[src/rtl/inst_fetch_queue_if.sv]
// Fetch/issue bundle for inst_fetch_queue.
// master drives fetch pair, flush and deq_cnt; slave is the queue.
interface inst_fetch_queue_if #(
  parameter int DEPTH = 8
);
  logic                     flush;
  logic                     in_valid_a;
  logic                     in_valid_b;
  logic [31:0]              in_pc_a;
  logic [31:0]              in_pc_b;
  logic [31:0]              in_inst_a;
  logic [31:0]              in_inst_b;
  logic                     in_ready;
  logic                     out_valid_a;
  logic                     out_valid_b;
  logic [31:0]              out_pc_a;
  logic [31:0]              out_pc_b;
  logic [31:0]              out_inst_a;
  logic [31:0]              out_inst_b;
  logic [1:0]               deq_cnt;
  logic [$clog2(DEPTH):0]   count;

  modport master (
    output flush, in_valid_a, in_valid_b,
    output in_pc_a, in_pc_b, in_inst_a, in_inst_b,
    output deq_cnt,
    input  in_ready, out_valid_a, out_valid_b,
    input  out_pc_a, out_pc_b, out_inst_a, out_inst_b,
    input  count
  );

  modport slave (
    input  flush, in_valid_a, in_valid_b,
    input  in_pc_a, in_pc_b, in_inst_a, in_inst_b,
    input  deq_cnt,
    output in_ready, out_valid_a, out_valid_b,
    output out_pc_a, out_pc_b, out_inst_a, out_inst_b,
    output count
  );
endinterface

[src/rtl/inst_fetch_queue.sv]
// Dual-ported circular instruction queue between fetch and issue.
// Up to two pushes and two pops per cycle; flush empties it.
module inst_fetch_queue #(
  parameter int DEPTH = 8
) (
  input  logic               clk,
  input  logic               reset,
  inst_fetch_queue_if.slave  bus
);
  localparam int AW = $clog2(DEPTH);
  localparam int CW = AW + 1;

  typedef logic [AW-1:0] ptr_t;
  typedef logic [CW-1:0] cnt_t;

  logic [31:0] r_pc   [DEPTH];
  logic [31:0] r_inst [DEPTH];
  ptr_t        r_rd_ptr;
  ptr_t        r_wr_ptr;
  cnt_t        r_count;

  ptr_t        w_wr_ptr1;
  ptr_t        w_rd_ptr1;
  logic        w_ready;
  logic        w_push_a;
  logic        w_push_b;
  cnt_t        w_push_n;
  logic [1:0]  w_deq;
  cnt_t        w_pop_n;
  logic        w_val_a;
  logic        w_val_b;

  assign w_wr_ptr1 = r_wr_ptr + ptr_t'(1);
  assign w_rd_ptr1 = r_rd_ptr + ptr_t'(1);

  // Ready depends on registered occupancy only, never on deq_cnt.
  assign w_ready  = r_count <= cnt_t'(DEPTH - 2);
  assign w_push_a = bus.in_valid_a & w_ready & ~bus.flush;
  assign w_push_b = w_push_a & bus.in_valid_b;
  assign w_push_n = cnt_t'(w_push_a) + cnt_t'(w_push_b);

  assign w_deq   = (bus.deq_cnt == 2'd3) ? 2'd2 : bus.deq_cnt;
  assign w_pop_n = (cnt_t'(w_deq) > r_count) ? r_count
                                             : cnt_t'(w_deq);

  always_ff @(posedge clk) begin
    if (w_push_a) begin
      r_pc[r_wr_ptr]   <= bus.in_pc_a;
      r_inst[r_wr_ptr] <= bus.in_inst_a;
    end
    if (w_push_b) begin
      r_pc[w_wr_ptr1]   <= bus.in_pc_b;
      r_inst[w_wr_ptr1] <= bus.in_inst_b;
    end
  end

  always_ff @(posedge clk or negedge reset) begin
    if (!reset) begin
      r_rd_ptr <= '0;
      r_wr_ptr <= '0;
      r_count  <= '0;
    end else if (bus.flush) begin
      r_rd_ptr <= '0;
      r_wr_ptr <= '0;
      r_count  <= '0;
    end else begin
      r_rd_ptr <= r_rd_ptr + ptr_t'(w_pop_n);
      r_wr_ptr <= r_wr_ptr + ptr_t'(w_push_n);
      r_count  <= r_count + w_push_n - w_pop_n;
    end
  end

  assign w_val_a = r_count != '0;
  assign w_val_b = r_count >= cnt_t'(2);

  assign bus.in_ready    = w_ready;
  assign bus.count       = r_count;
  assign bus.out_valid_a = w_val_a;
  assign bus.out_valid_b = w_val_b;
  assign bus.out_pc_a    = w_val_a ? r_pc[r_rd_ptr]    : '0;
  assign bus.out_inst_a  = w_val_a ? r_inst[r_rd_ptr]  : '0;
  assign bus.out_pc_b    = w_val_b ? r_pc[w_rd_ptr1]   : '0;
  assign bus.out_inst_b  = w_val_b ? r_inst[w_rd_ptr1] : '0;
endmodule

[src/flat_wrapper.sv]
// flat-port wrapper written by rule: the top's interface ports become plain ports
module inst_fetch_queue_flat 
#(
  parameter int DEPTH = 8
)
  (clk, reset, bus_flush, bus_in_valid_a, bus_in_valid_b, bus_in_pc_a, bus_in_pc_b, bus_in_inst_a, bus_in_inst_b, bus_deq_cnt, bus_in_ready, bus_out_valid_a, bus_out_valid_b, bus_out_pc_a, bus_out_pc_b, bus_out_inst_a, bus_out_inst_b, bus_count);
  inst_fetch_queue_if #(.DEPTH(DEPTH)) bus_i ();
  input  logic clk;
  input  logic reset;
  input wire logic [$bits(bus_i.flush)-1:0] bus_flush;
  input wire logic [$bits(bus_i.in_valid_a)-1:0] bus_in_valid_a;
  input wire logic [$bits(bus_i.in_valid_b)-1:0] bus_in_valid_b;
  input wire logic [$bits(bus_i.in_pc_a)-1:0] bus_in_pc_a;
  input wire logic [$bits(bus_i.in_pc_b)-1:0] bus_in_pc_b;
  input wire logic [$bits(bus_i.in_inst_a)-1:0] bus_in_inst_a;
  input wire logic [$bits(bus_i.in_inst_b)-1:0] bus_in_inst_b;
  input wire logic [$bits(bus_i.deq_cnt)-1:0] bus_deq_cnt;
  output wire logic [$bits(bus_i.in_ready)-1:0] bus_in_ready;
  output wire logic [$bits(bus_i.out_valid_a)-1:0] bus_out_valid_a;
  output wire logic [$bits(bus_i.out_valid_b)-1:0] bus_out_valid_b;
  output wire logic [$bits(bus_i.out_pc_a)-1:0] bus_out_pc_a;
  output wire logic [$bits(bus_i.out_pc_b)-1:0] bus_out_pc_b;
  output wire logic [$bits(bus_i.out_inst_a)-1:0] bus_out_inst_a;
  output wire logic [$bits(bus_i.out_inst_b)-1:0] bus_out_inst_b;
  output wire logic [$bits(bus_i.count)-1:0] bus_count;
  assign bus_i.flush = bus_flush;
  assign bus_i.in_valid_a = bus_in_valid_a;
  assign bus_i.in_valid_b = bus_in_valid_b;
  assign bus_i.in_pc_a = bus_in_pc_a;
  assign bus_i.in_pc_b = bus_in_pc_b;
  assign bus_i.in_inst_a = bus_in_inst_a;
  assign bus_i.in_inst_b = bus_in_inst_b;
  assign bus_i.deq_cnt = bus_deq_cnt;
  assign bus_in_ready = bus_i.in_ready;
  assign bus_out_valid_a = bus_i.out_valid_a;
  assign bus_out_valid_b = bus_i.out_valid_b;
  assign bus_out_pc_a = bus_i.out_pc_a;
  assign bus_out_pc_b = bus_i.out_pc_b;
  assign bus_out_inst_a = bus_i.out_inst_a;
  assign bus_out_inst_b = bus_i.out_inst_b;
  assign bus_count = bus_i.count;
  inst_fetch_queue #(.DEPTH(DEPTH)) u_core (.clk(clk), .reset(reset), .bus(bus_i));
endmodule
[config.mk]
export PLATFORM = sky130hd
export DESIGN_NAME = inst_fetch_queue_flat
export DESIGN_NICKNAME = d
export VERILOG_FILES = /design/src/rtl/inst_fetch_queue_if.sv /design/src/rtl/inst_fetch_queue.sv /design/src/flat_wrapper.sv
export SDC_FILE = /design/constraint.sdc
export NUM_CORES = 1
export LEC_CHECK = 0
export ABC_AREA = 1
export ABC_CLOCK_PERIOD_IN_PS = 7000
export CELL_PAD_IN_SITES_DETAIL_PLACEMENT = 1
export CELL_PAD_IN_SITES_GLOBAL_PLACEMENT = 2
export CORE_UTILIZATION = 30
export DETAILED_ROUTE_END_ITERATION = 8
export PLACE_DENSITY = 0.72
export SLEW_MARGIN = 40
export SYNTH_ARGS = -nofsm -noshare
export SYNTH_HDL_FRONTEND = slang
export SYNTH_SLANG_ARGS = --single-unit
export TNS_END_PERCENT = 1
[constraint.sdc]
create_clock -name clk -period 7 [get_ports clk]
set_input_delay 1.05 -clock clk [delete_from_list [all_inputs] [get_ports clk]]
set_output_delay 1.05 -clock clk [all_outputs]
set_load 0.005 [all_outputs]
==> results of run 1 <==
-- sequential cells by signal, indices dropped and copies added (netlist names) --
signal	count
u_core.r_wr_ptr	3
u_core.r_pc	256
u_core.bus.count	4
u_core.r_inst	256
u_core.r_rd_ptr	3
-- cells by family after synthesis --
kind of cell,Yosys count,share of synthesized area (%)
DFF,522,42.1
xor gates and xnor gates,4,0.0944
and+or+nand+nor,2289,25.8
AOI/OAI and AO/OA,1169,20.1
adders and majority gates,17,0.654
buffers and inverters,919,11.3
-- critical path, stage by stage (launching register included) --
cell             delay, ns
dfrtp_4               0.44
buf_12                0.40
buf_16                0.49
buf_12                0.43
buf_16                0.46
nand2_1               0.11
o21ai_0               0.11
nand2_1               0.07
nand3_1               0.08
nand2_1               0.06
nor2_1                0.34
clkdlybuf4s50_1       0.58
-- path summary, 6_finish.rpt --
check                      cells past startpoint  slack (ns)                 from            endpoint
max in group asynchronous                      1        5.75                reset  u_core.r_rd_ptr[2]
min in group asynchronous                      1        0.80                reset  u_core.r_rd_ptr[0]
max reg2reg                                    7        2.92   u_core.r_wr_ptr[0]  u_core.r_pc[1][12]
max                                           11        1.62   u_core.r_rd_ptr[0]  bus_out_inst_a[21]
min reg2reg                                    4        0.73  u_core.bus.count[2]  u_core.r_rd_ptr[2]
min                                            4        0.73  u_core.bus.count[2]  u_core.r_rd_ptr[2]
-- through the flow --
stage          util (%)  cells
3_3_place_gp       32.9   6391
5_1_grt            34.8   6524
6_report           34.8   6524
3_5_place_dp       33.0   6396
4_1_cts            34.8   6519
2_1_floorplan         -   4920
-- routing by layer --
layer / track usage (%) / vias up / share of wire, %
met5: 0 / - / 0.031
met4: 7.20 / 8 / 2.3
met3: 3.19 / 216 / 5.0
met2: 43.5 / 950 / 48
met1: 34.9 / 17900 / 45
li1: - / 16400 / -
-- Yosys cell counts, drive strengths merged --
| cell | instances | share of area [%] |
|---|---|---|
| nand2 | 1230 | 12 |
| buf | 339 | 5.5 |
| xor2 | 1 | 0.024 |
| ha | 13 | 0.44 |
| a21oi | 133 | 1.8 |
| fa | 4 | 0.22 |
| dfrtp | 10 | 0.67 |
| o21ai | 387 | 5.2 |
| o22ai | 8 | 0.13 |
| o211ai | 128 | 2.6 |
| nand4 | 5 | 0.10 |
| o21bai | 513 | 10 |
| inv | 424 | 4.3 |
| clkbuf | 156 | 1.6 |
| nand3 | 719 | 9.8 |
| xnor2 | 3 | 0.071 |
| nor2 | 335 | 3.4 |
| edfxtp | 512 | 41 |
-- final cells by class --
class,instances,area (sq um),share of cell area (%)
Clock inverter,38,349,0.820
Inverter,424,1630,3.83
Timing Repair Buffer,347,3590,8.44
Antenna cell,4,10.0,0.0235
Multi-Input combinational cell,3479,17500,41.1
Clock buffer,85,1830,4.30
Tap cell,1625,2030,4.77
Sequential cell,522,15600,36.7
-- power by group --
| part | switching, uW | total, uW | internal, uW |
|---|---|---|---|
| Sequential | 132 | 3720 | 3590 |
| Combinational | 6120 | 9360 | 3240 |
| Clock | 1510 | 3590 | 2080 |
==> run metrics, run 1 <==
Min-Delay Path Class reg2reg; cell count after synthesis 4920; Final Net Count 4994; max frequency between 150 and 200 MHz; Post-Route WL 165000 microns; most frequent cells in the layout nand2_1, nand3_1, o21bai_1; GPL Wtd Cong 0.768; Netlist cell types 29; Worst-Skew Late Latency 0.66 ns; DR vias/cell 5.43; Final Instance Area 42600 sq um; Period minus WS final 5.38 ns; total CTS buffers 68; share of cells above drive strength 1 4.17%; Place WS 2.19 ns; Max Cap Viol 0; Setup CP Type reg2out; PD cells slightly below 400 nW/um^2; most common cell after layout, fill and taps aside nand2_1; htree depth 3; Post-Syn Area 37100 sq um; overall power 16700 uW; # clock sinks between 500 and 600; GR Util All Layers 25.9%; CTS tree done; register bit total from synthesis approximately 520; DRT antenna net count 0; Hold Vio Cnt, Final 0; clock-pin slew on the worst setup and hold paths 0.06 ns; vias in the first global route 35900; P_leak about 0.016 uW; Worst EP required ~6.0 ns; GRT overflow 0; Max Fanout on Critical Path ~160; register area share after synthesis 42.1%; core area between 100000 and 150000 sq um; Syn Nets a little over 5000; CP arrival 4.33 ns; status completed; Max Buffers Root-to-Sink 3; first-pass GRT wire length 244000 microns; RSZ-0062 raised after global routing no; chip width between 300 and 400 microns; synthesis-to-layout area growth 14.7%; row count 128; Die Ht 354 microns; Slew Limit Fails 0; skew final 0.0389 ns; Slew HR 43.5%; setup tns final 0 ns; worst-margin pin slew 0.848 ns; Initial DRC Count between 2000 and 3000; 1st-pass router iterations 7; HPWL after DPL 90700 microns; Worst setup SP type flip-flop; Critical Path Sink Type primary output; initial antenna violation count 9; # DRC 0; Buffers on Ports 269; DR vias approximately 35000; placed inst area 40400 sq um; hold slack 0.733 ns; Final setup viols 0; fillers 14700; Syn Area/Cell 7.55 sq um; Root Buffer clkbuf_16; fin crit share 76.9%; largest net degree at the start of global routing ~180; CTS-repair resized insts 0; I/O pins 270; final setup margin 1.62 ns; postcts setup bufs 0; Peak VDD IR 0.398 mV; Avg WL per Cell 25.2 microns; warnings from Yosys 0; Initial Util roughly 30%; Die ar. 125000 sq um; Post-CTS Hold Buffers 0
No activity file was read; power rests on OpenSTA's default activity.
==> run 2, diff against run 1 <==
- ABC_CLOCK_PERIOD_IN_PS: 7000 -> 4500
- PLACE_DENSITY: 0.72 -> 0.75
- clock period: 7 -> 4.5 ns (I/O delays scaled with it)
==> run metrics, run 2 (synthesis gave the netlist of run 1 again) <==
status completed; Worst-Skew Late Latency 0.65 ns (about the same); largest net degree at the start of global routing 176 (-1.7%); CP max stage delay 0.58 ns (about the same); synthesis-to-layout area growth 15.7%; Worst path slowest cell dfrtp_4; CP arrival 3.72 ns (-0.61 ns); DR vias/cell 5.42 (-0.20%); most frequent cells in the layout nand2_1, nand3_1, o21bai_1; Slew HR 43.1% (-0.34 points); PD cells 604 nW/um^2 (+54%); most used cell, CP nor2_1; Initial Util 30.4% (unchanged); r2r setup slk 1.22 ns (-1.70 ns); crit path cell chain ha_4 > inv_6 > buf_4 > o21ai_0 > a21oi_1 > nor2_1 > nor2_1 > clkdlybuf4s50_1; GPL Wtd Cong 0.776 (+1.1%); Max Buffers Root-to-Sink 3 (unchanged); CTS tree done; Critical Path Sink Type primary output; htree depth 3 (unchanged); hold slack 0.411 ns (-0.321 ns); Period minus WS final 4.39 ns; share of cells above drive strength 1 4.61% (+0.45 points); Post-Place Cells 6417 (+0.33%); Avg WL per Cell 24.8 microns (-1.9%); initial antenna violation count 9 (unchanged); Die Ht 354 microns (unchanged); area of the multi-input gates 17500 sq um (unchanged); Final setup viols 0 (unchanged); Die ar. 125000 sq um (unchanged); Non-Filler Instances 6546 (+0.34%); fillers 14700 (-0.014%); Final Net Count 5017 (+0.46%); Initial DRC Count 2709 (+6.2%); I/O pins 270 (unchanged); Peak VDD IR 0.525 mV (+32%); r2r startpoint u_core.r_wr_ptr[0]; skew final 0.0243 ns (-0.0147 ns); Worst EP required 3.83 ns (-2.12 ns); 1st-pass router iterations 5 (-2); total CTS buffers 70 (+2.9%); Max Cap Viol 0 (unchanged); Hold Vio Cnt, Final 0 (unchanged); RSZ-0062 raised after global routing no; clock-pin slew on the worst setup and hold paths 0.06 ns (about the same); worst-margin pin slew 0.853 ns (+0.00514 ns); # DRC 0 (unchanged); GRT overflow 0 (unchanged); Post-CTS Hold Buffers 0 (unchanged); Setup CP Type reg2out; GR Util All Layers 25.3% (-0.59 points); DR vias 35500 (+0.14%); Post-Route WL 162000 microns (-1.6%); max frequency 228 MHz; vias in the first global route 36000 (+0.38%); fin crit share around 98%; Worst setup SP type flip-flop; most common cell after layout, fill and taps aside nand2_1; Max Fanout on Critical Path 31 (-81%); HPWL after DPL 91900 microns (+1.3%); R2R Path End u_core.r_pc[4][19]; DRT antenna net count 0 (unchanged); FF+latch area 15600 sq um (unchanged); Slew Limit Fails 0 (unchanged); first-pass GRT wire length 239000 microns (-2.0%); Buffers on Ports 269 (unchanged); R2R cell count 8 (+1); core area 122000 sq um (unchanged); chip width 354 microns (unchanged); row count 128 (unchanged); P_leak 0.0165 uW (+1.1%); # clock sinks 522 (unchanged); Root Buffer clkbuf_16; Min-Delay Path Class in2async; setup tns final 0 ns (unchanged)
==> run 2: worst max-delay path by stage <==
stage / startpoint / endpoint / slack (ns) / cells after the start
3_3_place_gp: u_core.r_rd_ptr[0] / bus_out_pc_b[15] / 0.72 / 8
2_1_floorplan: bus_flush / u_core.r_inst[0][0] / -0.57 / 5
4_1_cts: u_core.r_rd_ptr[0] / bus_out_pc_b[15] / 0.007 / 8
5_1_grt: u_core.r_rd_ptr[0] / bus_out_pc_b[15] / 0.04 / 8
6_report: u_core.r_rd_ptr[0] / bus_out_pc_b[15] / 0.11 / 8
3_5_place_dp: u_core.r_rd_ptr[0] / bus_out_pc_b[15] / 0.73 / 8
==> run 2: worst max-delay path: cells and delay by family, from the launching register on <==
kind	cells	cell delay (ns)
buffers and inverters	3	1.35
flip-flops	1	0.58
adder cells (fa/ha/maj)	1	0.43
AND/OR/NAND/NOR	2	0.38
AO/OA/AOI/OAI	2	0.29
==> run 2: cell type report <==
cell class,count,area share (%)
inverter,424,3.79
clock inverter,32,0.437
tap,1625,4.73
multi-input combinational,3479,40.7
timing repair buffer,368,9.42
antenna,2,0.0116
sequential,522,36.4
clock buffer,94,4.48
==> run 2: power by group <==
group | internal (uW) | switching (uW) | total (uW)
Combinational | 5260 | 9590 | 14800
Clock | 3060 | 2330 | 5380
Sequential | 5580 | 141 | 5720
Total | 13900 | 12100 | 26000
==> run 2: what timing repair did <==
action,4_1_cts,5_1_grt
buffers inserted,0,0
gates resized for setup,0,1
endpoints found under the setup margin,0,8
==> run 2: metrics by stage <==
stage | util, % | area [sq um] | total power (uW) | worst slack (ns)
after floorplan | - | 37100 | 13600 | -0.568
after detailed placement | 33.4 | 40800 | 20700 | 0.733
final | 35.1 | 43000 | 26000 | 0.108
after CTS | 35.1 | 42900 | 26200 | 0.00704
after global routing | 35.1 | 43000 | 27500 | 0.0412
after global placement | 33.2 | 40700 | 20600 | 0.720
==> run 2: layer usage <==
| metal | track usage [%] | up-vias | wire (microns) |
|---|---|---|---|
| met5 | 0 | - | 67 |
| met4 | 7.71 | 10 | 4680 |
| met3 | 3.12 | 270 | 8070 |
| met2 | 43.2 | 1005 | 77900 |
| met1 | 33.3 | 17700 | 71300 |
| li1 | - | 16400 | - |
